$ cat src/rtl/lpf_pkg.sv
// Shared types and helpers for the streaming LPF integrator.
package lpf_pkg;

  typedef enum logic {
    LPF_MODE_MOVING = 1'b0,
    LPF_MODE_DUMP   = 1'b1
  } lpf_mode_e;

  function automatic int sum_width(input int data_width, input int window);
    return data_width + $clog2(window);
  endfunction

endpackage

$ cat src/rtl/lpf_delay_line.sv
// Circular sample buffer for the moving-sum path; oldest reads zero until WINDOW samples are held.
module lpf_delay_line #(
  parameter int DATA_WIDTH = 8,
  parameter int WINDOW     = 8
) (
  input  logic                         clk,
  input  logic                         rst,
  input  logic                         flush,
  input  logic                         wr_en,
  input  logic signed [DATA_WIDTH-1:0] wr_data,
  output logic signed [DATA_WIDTH-1:0] oldest,
  output logic                         full,
  output logic                         fill_last
);

  localparam int PW = (WINDOW > 1) ? $clog2(WINDOW) : 1;
  localparam int CW = $clog2(WINDOW + 1);

  logic signed [DATA_WIDTH-1:0] mem [WINDOW];
  logic [PW-1:0] wr_ptr;
  logic [CW-1:0] fill;
  logic [PW-1:0] wr_idx;
  logic [CW-1:0] fill_base;

  // A flushing write becomes the first sample of a fresh window.
  always_comb begin
    wr_idx    = flush ? '0 : wr_ptr;
    fill_base = flush ? '0 : fill;
  end

  always_ff @(posedge clk) begin
    if (rst) begin
      wr_ptr <= '0;
      fill   <= '0;
      for (int unsigned i = 0; i < WINDOW; i++) mem[i] <= '0;
    end else if (wr_en) begin
      mem[wr_idx] <= wr_data;
      wr_ptr      <= (wr_idx == PW'(WINDOW - 1)) ? '0 : wr_idx + 1'b1;
      fill        <= (fill_base == CW'(WINDOW)) ? fill_base : fill_base + 1'b1;
    end else if (flush) begin
      wr_ptr <= '0;
      fill   <= '0;
    end
  end

  always_comb begin
    full      = (fill == CW'(WINDOW));
    fill_last = (fill >= CW'(WINDOW - 1));
    oldest    = full ? mem[wr_ptr] : '0;
  end

endmodule

$ cat src/rtl/lpf_stream_integrator.sv
// Streaming boxcar / integrate-and-dump LPF. Define LPF_AVG_EN to emit the
// round-half-up window average instead of the full-precision sum.
module lpf_stream_integrator
  import lpf_pkg::*;
#(
  parameter  int DATA_WIDTH = 8,
  parameter  int WINDOW     = 8,
  localparam int SUM_WIDTH  = sum_width(DATA_WIDTH, WINDOW)
) (
  input  logic                        clk,
  input  logic                        rst,
  input  logic                        in_valid,
  input  logic signed [DATA_WIDTH-1:0] in_data,
  input  logic                        mode_dump,
  output logic                        out_valid,
  output logic signed [SUM_WIDTH-1:0] out_data,
  output logic                        primed
);

  localparam int CW = $clog2(WINDOW + 1);
  localparam int XW = SUM_WIDTH - DATA_WIDTH;

  if (WINDOW < 2) begin : g_window_chk
    $error("lpf_stream_integrator: WINDOW must be >= 2");
  end

`ifdef LPF_AVG_EN
  localparam int L = $clog2(WINDOW);
  localparam logic signed [SUM_WIDTH-1:0] HALF = SUM_WIDTH'(1 << (L - 1));
  if ((1 << L) != WINDOW) begin : g_pow2_chk
    $error("lpf_stream_integrator: LPF_AVG_EN requires a power-of-two WINDOW");
  end
`endif

  lpf_mode_e mode_q;
  lpf_mode_e mode_in;
  logic signed [SUM_WIDTH-1:0] sum, acc;
  logic [CW-1:0] dump_cnt;

  logic flush;
  logic signed [DATA_WIDTH-1:0] dl_oldest;
  logic dl_full, dl_fill_last;
  logic signed [SUM_WIDTH-1:0] in_ext, old_ext, sum_base, acc_base, sum_nxt, acc_nxt;
  logic signed [SUM_WIDTH-1:0] res_sum, result;
  logic [CW-1:0] cnt_base;
  logic dump_fire, mov_fire;

  lpf_delay_line #(
    .DATA_WIDTH (DATA_WIDTH),
    .WINDOW     (WINDOW)
  ) u_delay_line (
    .clk       (clk),
    .rst       (rst),
    .flush     (flush),
    .wr_en     (in_valid && (mode_in == LPF_MODE_MOVING)),
    .wr_data   (in_data),
    .oldest    (dl_oldest),
    .full      (dl_full),
    .fill_last (dl_fill_last)
  );

  // Flushed state is substituted before the update so the switching sample counts as sample 1.
  always_comb begin
    mode_in   = lpf_mode_e'(mode_dump);
    flush     = in_valid && (mode_in != mode_q);
    in_ext    = {{XW{in_data[DATA_WIDTH-1]}}, in_data};
    old_ext   = flush ? '0 : {{XW{dl_oldest[DATA_WIDTH-1]}}, dl_oldest};
    sum_base  = flush ? '0 : sum;
    acc_base  = flush ? '0 : acc;
    cnt_base  = flush ? '0 : dump_cnt;
    sum_nxt   = sum_base + in_ext - old_ext;
    acc_nxt   = acc_base + in_ext;
    dump_fire = (cnt_base == CW'(WINDOW - 1));
    mov_fire  = !flush && dl_fill_last;
    res_sum   = (mode_in == LPF_MODE_DUMP) ? acc_nxt : sum_nxt;
`ifdef LPF_AVG_EN
    result    = (res_sum + HALF) >>> L;
`else
    result    = res_sum;
`endif
  end

  always_ff @(posedge clk) begin
    if (rst) begin
      mode_q    <= LPF_MODE_MOVING;
      sum       <= '0;
      acc       <= '0;
      dump_cnt  <= '0;
      out_valid <= 1'b0;
      out_data  <= '0;
    end else begin
      out_valid <= 1'b0;
      if (in_valid) begin
        mode_q <= mode_in;
        if (mode_in == LPF_MODE_DUMP) begin
          sum <= sum_base;
          if (dump_fire) begin
            acc       <= '0;
            dump_cnt  <= '0;
            out_valid <= 1'b1;
            out_data  <= result;
          end else begin
            acc      <= acc_nxt;
            dump_cnt <= cnt_base + 1'b1;
          end
        end else begin
          acc      <= acc_base;
          dump_cnt <= cnt_base;
          sum      <= sum_nxt;
          if (mov_fire) begin
            out_valid <= 1'b1;
            out_data  <= result;
          end
        end
      end
    end
  end

  // In dump mode primed is a strobe coincident with each dump.
  assign primed = (mode_q == LPF_MODE_MOVING) ? dl_full : out_valid;

endmodule

$ cat config.mk
export PLATFORM = sky130hd
export DESIGN_NAME = lpf_stream_integrator
export DESIGN_NICKNAME = d
export VERILOG_FILES = /design/src/rtl/lpf_pkg.sv /design/src/rtl/lpf_delay_line.sv /design/src/rtl/lpf_stream_integrator.sv
export SDC_FILE = /design/constraint.sdc
export NUM_CORES = 1
export LEC_CHECK = 0
export BUFFER_PORTS_ARGS = -buffer_cell sky130_fd_sc_hd__buf_4
export CORE_ASPECT_RATIO = 0.7
export CORE_UTILIZATION = 45
export DETAILED_ROUTE_END_ITERATION = 8
export PLACE_DENSITY = 0.72
export REMOVE_ABC_BUFFERS = 1
export SLEW_MARGIN = 20
export SYNTH_ARGS = -nofsm -noshare
export SYNTH_HDL_FRONTEND = slang
export SYNTH_SLANG_ARGS = --single-unit
$ cat constraint.sdc
create_clock -name clk -period 8.1 [get_ports clk]
set_clock_uncertainty 0.2 [all_clocks]
set_input_delay 0.405 -clock clk [delete_from_list [all_inputs] [get_ports clk]]
set_output_delay 0.405 -clock clk [all_outputs]
set_load 0.05 [all_outputs]
==> out/qor.yml <==
clock_tree:
  clockBufferDepth: 2
  clk_latency_ps: 360
  postCtsHoldBufs: 0
  cts_buffers: 9
  clk_pin_slew_worst_paths_ps: 80
  postCtsSetupRepairBufs: 0
  tritoncts: "yes"
  htreeDepth: 3
  cts_root_buffer: "clkbuf_16"
  post_cts_resized: 0
  cts_sinks: 110
synthesis:
  ys_top_cells_by_area: "edfxtp_1, dfxtp_1, mux4_2"
  synth-async-reset-ratio_pct: 0
  synth.largest_area_cell: "edfxtp_1"
  syn_area_per_cell_um2: 10.1
  yosys-top-cells-count: "edfxtp_1, nand2_1, nor2_1"
  yosysMostFrequentCell: "edfxtp_1"
  synth_area_mm2: 0.00633
  synth.distinct_cells: 64
  syn_inst: 626
  synth_edf_count: 64
  synth_top_area_share_pct: 30.4
  synth_warnings: 0
  seq_area_frac_synth_pct: 44.9
  synth_ff_type: "edfxtp_1"
  ys_seq_elements: 110
floorplan:
  dieArea_mm2: 0.0146
  core_mm2: 0.0134
  start_util_pct: 47.1
  io_pins: 25
  fp.dieW_um: 144
  fp-row-count: 35
  die_h_um: 101
flow_run:
  cap_violations: 0
power_and_ir_drop:
  p_leak_nw: 2.63
  p_per_area_mw_per_mm2: 185
  power.internal_mw: 0.920
  p_clk_share_pct: 33.7
  p_sw_share_pct: 28.1
  power_mw: 1.28
  peakVddDrop_mv: 0.122
  pwr-share-seq_pct: 48.7
  switchingPower_mw: 0.360
  comb_power_share_pct: 17.6
global_route:
  grt_pass1_wl_mm: 26.0
  grt_pass1_vias: 4786
  antenna_found_initial: 0
  track_usage_pct: 23.6
  grt_max_degree: 59
  overflow: 0
placed_design:
  placed_area_mm2: 0.00664
  globalplace.congestion: 0.899
  place_inst: 806
  portBuffers: 24
  hpwlAfterDp_mm: 11.1
routing:
  wirelength_mm: 15.7
  vias: 4897
  post-route-drc-count: 0
  antenna_left: 0
  wl_per_cell_um: 19.2
  first_pass_iters: 5
  via_per_inst: 5.96
  detail_route.iter0.violations: 586
setup_path:
  cp-end-kind: "register"
  path_class: "reg -> reg"
  cp.required_ps: 8090
  timing.rr.end: "out_data[9]$_SDFFE_PP0P_"
  rrSetupSlack_ps: 3570
  reg2regPathDepth: 14
  crit_path_max_fanout: 37
  r2r_start: "mode_q$_SDFFE_PP0P_"
  start_kind: "register"
  arrival_ps: 4520
timing:
  fin_crit_ps: 4530
  finalSetupViolCount: 0
  tightest_slew_ps: 1060
  rsz0062_at_grt: "false"
  fin_crit_sh_pct: 56.0
  slew_violations: 0
  max-slew-margin-rel_pct: 29.5
  hold_viol: 0
  fmax_ghz: 0.221
  fin_setup_tns_ps: 0
  whs_ps: 179
hold_path:
  min_to: "u_delay_line.mem[2][1]$_SDFFCE_PN0P_"
  min_path_type: "in -> reg"
  min_from: "in_data[1]"
  hold_depth: 2
final_layout:
  fin_nets: 681
  stdcell_count: 822
  diodes: 0
  drive_above_1_share_pct: 14.3
  area_growth_pct: 9.45
  seq_area_mm2: 0.00284
  nFillCells: 1222
  final_area_mm2: 0.00693
  multi_input_area_mm2: 0.00318
status:
  status: "completed"
cell type report:
cell class | count | share of cell area, %
multi-input cells | 440 | 45.9
flip-flops and latches | 110 | 41.0
clock buffers | 11 | 3.50
repair buffers | 32 | 3.47
well taps | 185 | 3.34
inverters | 39 | 2.11
clock inverters | 5 | 0.632
sequential cells by signal, summed over array words and instances (netlist names):
| name | count |
|---|---|
| mode_q | 1 |
| u_delay_line.wr_ptr | 3 |
| sum | 11 |
| u_delay_line.fill | 4 |
| dump_cnt | 4 |
| acc | 11 |
| out_valid | 1 |
| out_data | 11 |
| u_delay_line.mem | 64 |
layout by cell type (no fill, tap or decap), types with 3 or more instances in the layout:
cell and n:
a211oi_1 8, a21o_1 5, a21oi_1 40, a22oi_1 10, a311oi_1 6, a32oi_1 7
and2_1 37, and3_1 3, buf_4 32, clkbuf_16 9, dfxtp_1 46, edfxtp_1 64
fa_1 11, ha_1 26, inv_1 30, inv_2 8, mux2i_1 5, mux4_2 16
nand2_1 57, nand2b_1 3, nand3_1 12, nand3b_1 3, nor2_1 50, nor2b_1 9
nor3_1 34, nor4_1 16, nor4_2 3, o211a_1 4, o211ai_1 3, o21a_1 5
o21ai_0 11, o21bai_1 5, o31ai_1 3, or2_2 7, or3_1 3, xnor2_1 8
critical path: stages (launching register included):
cell and delay, ps:
dfxtp_1 600, xor2_2 190, nand2_2 570, nand2b_1 370
or2_2 400, inv_1 160, fa_1 450, inv_1 70
ha_1 270, inv_1 140, nor4_1 70, a2111oi_0 480
o311ai_2 200, nand2_1 100, a311oi_1 90
per-layer routing:
| layer | GRT usage [%] | part of all wire (%) |
|---|---|---|
| met5 | 0.658 | 0 |
| met4 | 5.40 | 1.1 |
| met3 | 4.82 | 6.8 |
| met2 | 36.4 | 45 |
| met1 | 34.2 | 48 |
through the flow:
stage               worst slack (ps)  util (%)
global placement                3610      49.4
floorplan                       4010         -
finish                          3570      51.5
global route                    3180      51.5
detailed placement              3430      49.4
CTS                             3590      51.5
worst max-delay path by stage:
stage,startpoint,slack [ps],end,cells past startpoint
3_5_place_dp,mode_dump,3430,out_data[9]$_SDFFE_PP0P_,15
5_1_grt,mode_q$_SDFFE_PP0P_,3180,out_data[9]$_SDFFE_PP0P_,14
3_3_place_gp,mode_dump,3610,out_data[9]$_SDFFE_PP0P_,15
2_1_floorplan,u_delay_line.wr_ptr[0]$_SDFF_PP0_,4010,out_data[9]$_SDFFE_PP0P_,12
6_report,mode_q$_SDFFE_PP0P_,3570,out_data[9]$_SDFFE_PP0P_,14
4_1_cts,mode_q$_SDFFE_PP0P_,3590,out_data[9]$_SDFFE_PP0P_,14
power groups by stage:
stage	logic, mW	registers [mW]	clock network, mW
CTS	0.224	0.622	0.436
detailed placement	0.222	0.635	0
floorplan	0.154	0.633	0
finish	0.226	0.623	0.431
global placement	0.216	0.634	0
global route	0.250	0.625	0.452
kinds of logic after synthesis:
logic type	count (synthesis)	share of synthesized area [%]
and+or+nand+nor	247	19.9
AOI/OAI and AO/OA	123	13.4
DFF	110	44.9
buffers and inverters	76	4.84
adders and majority gates	37	8.62
muxes	22	6.66
xor gates and xnor gates	11	1.64
No activity file was read; power rests on OpenSTA's default activity.
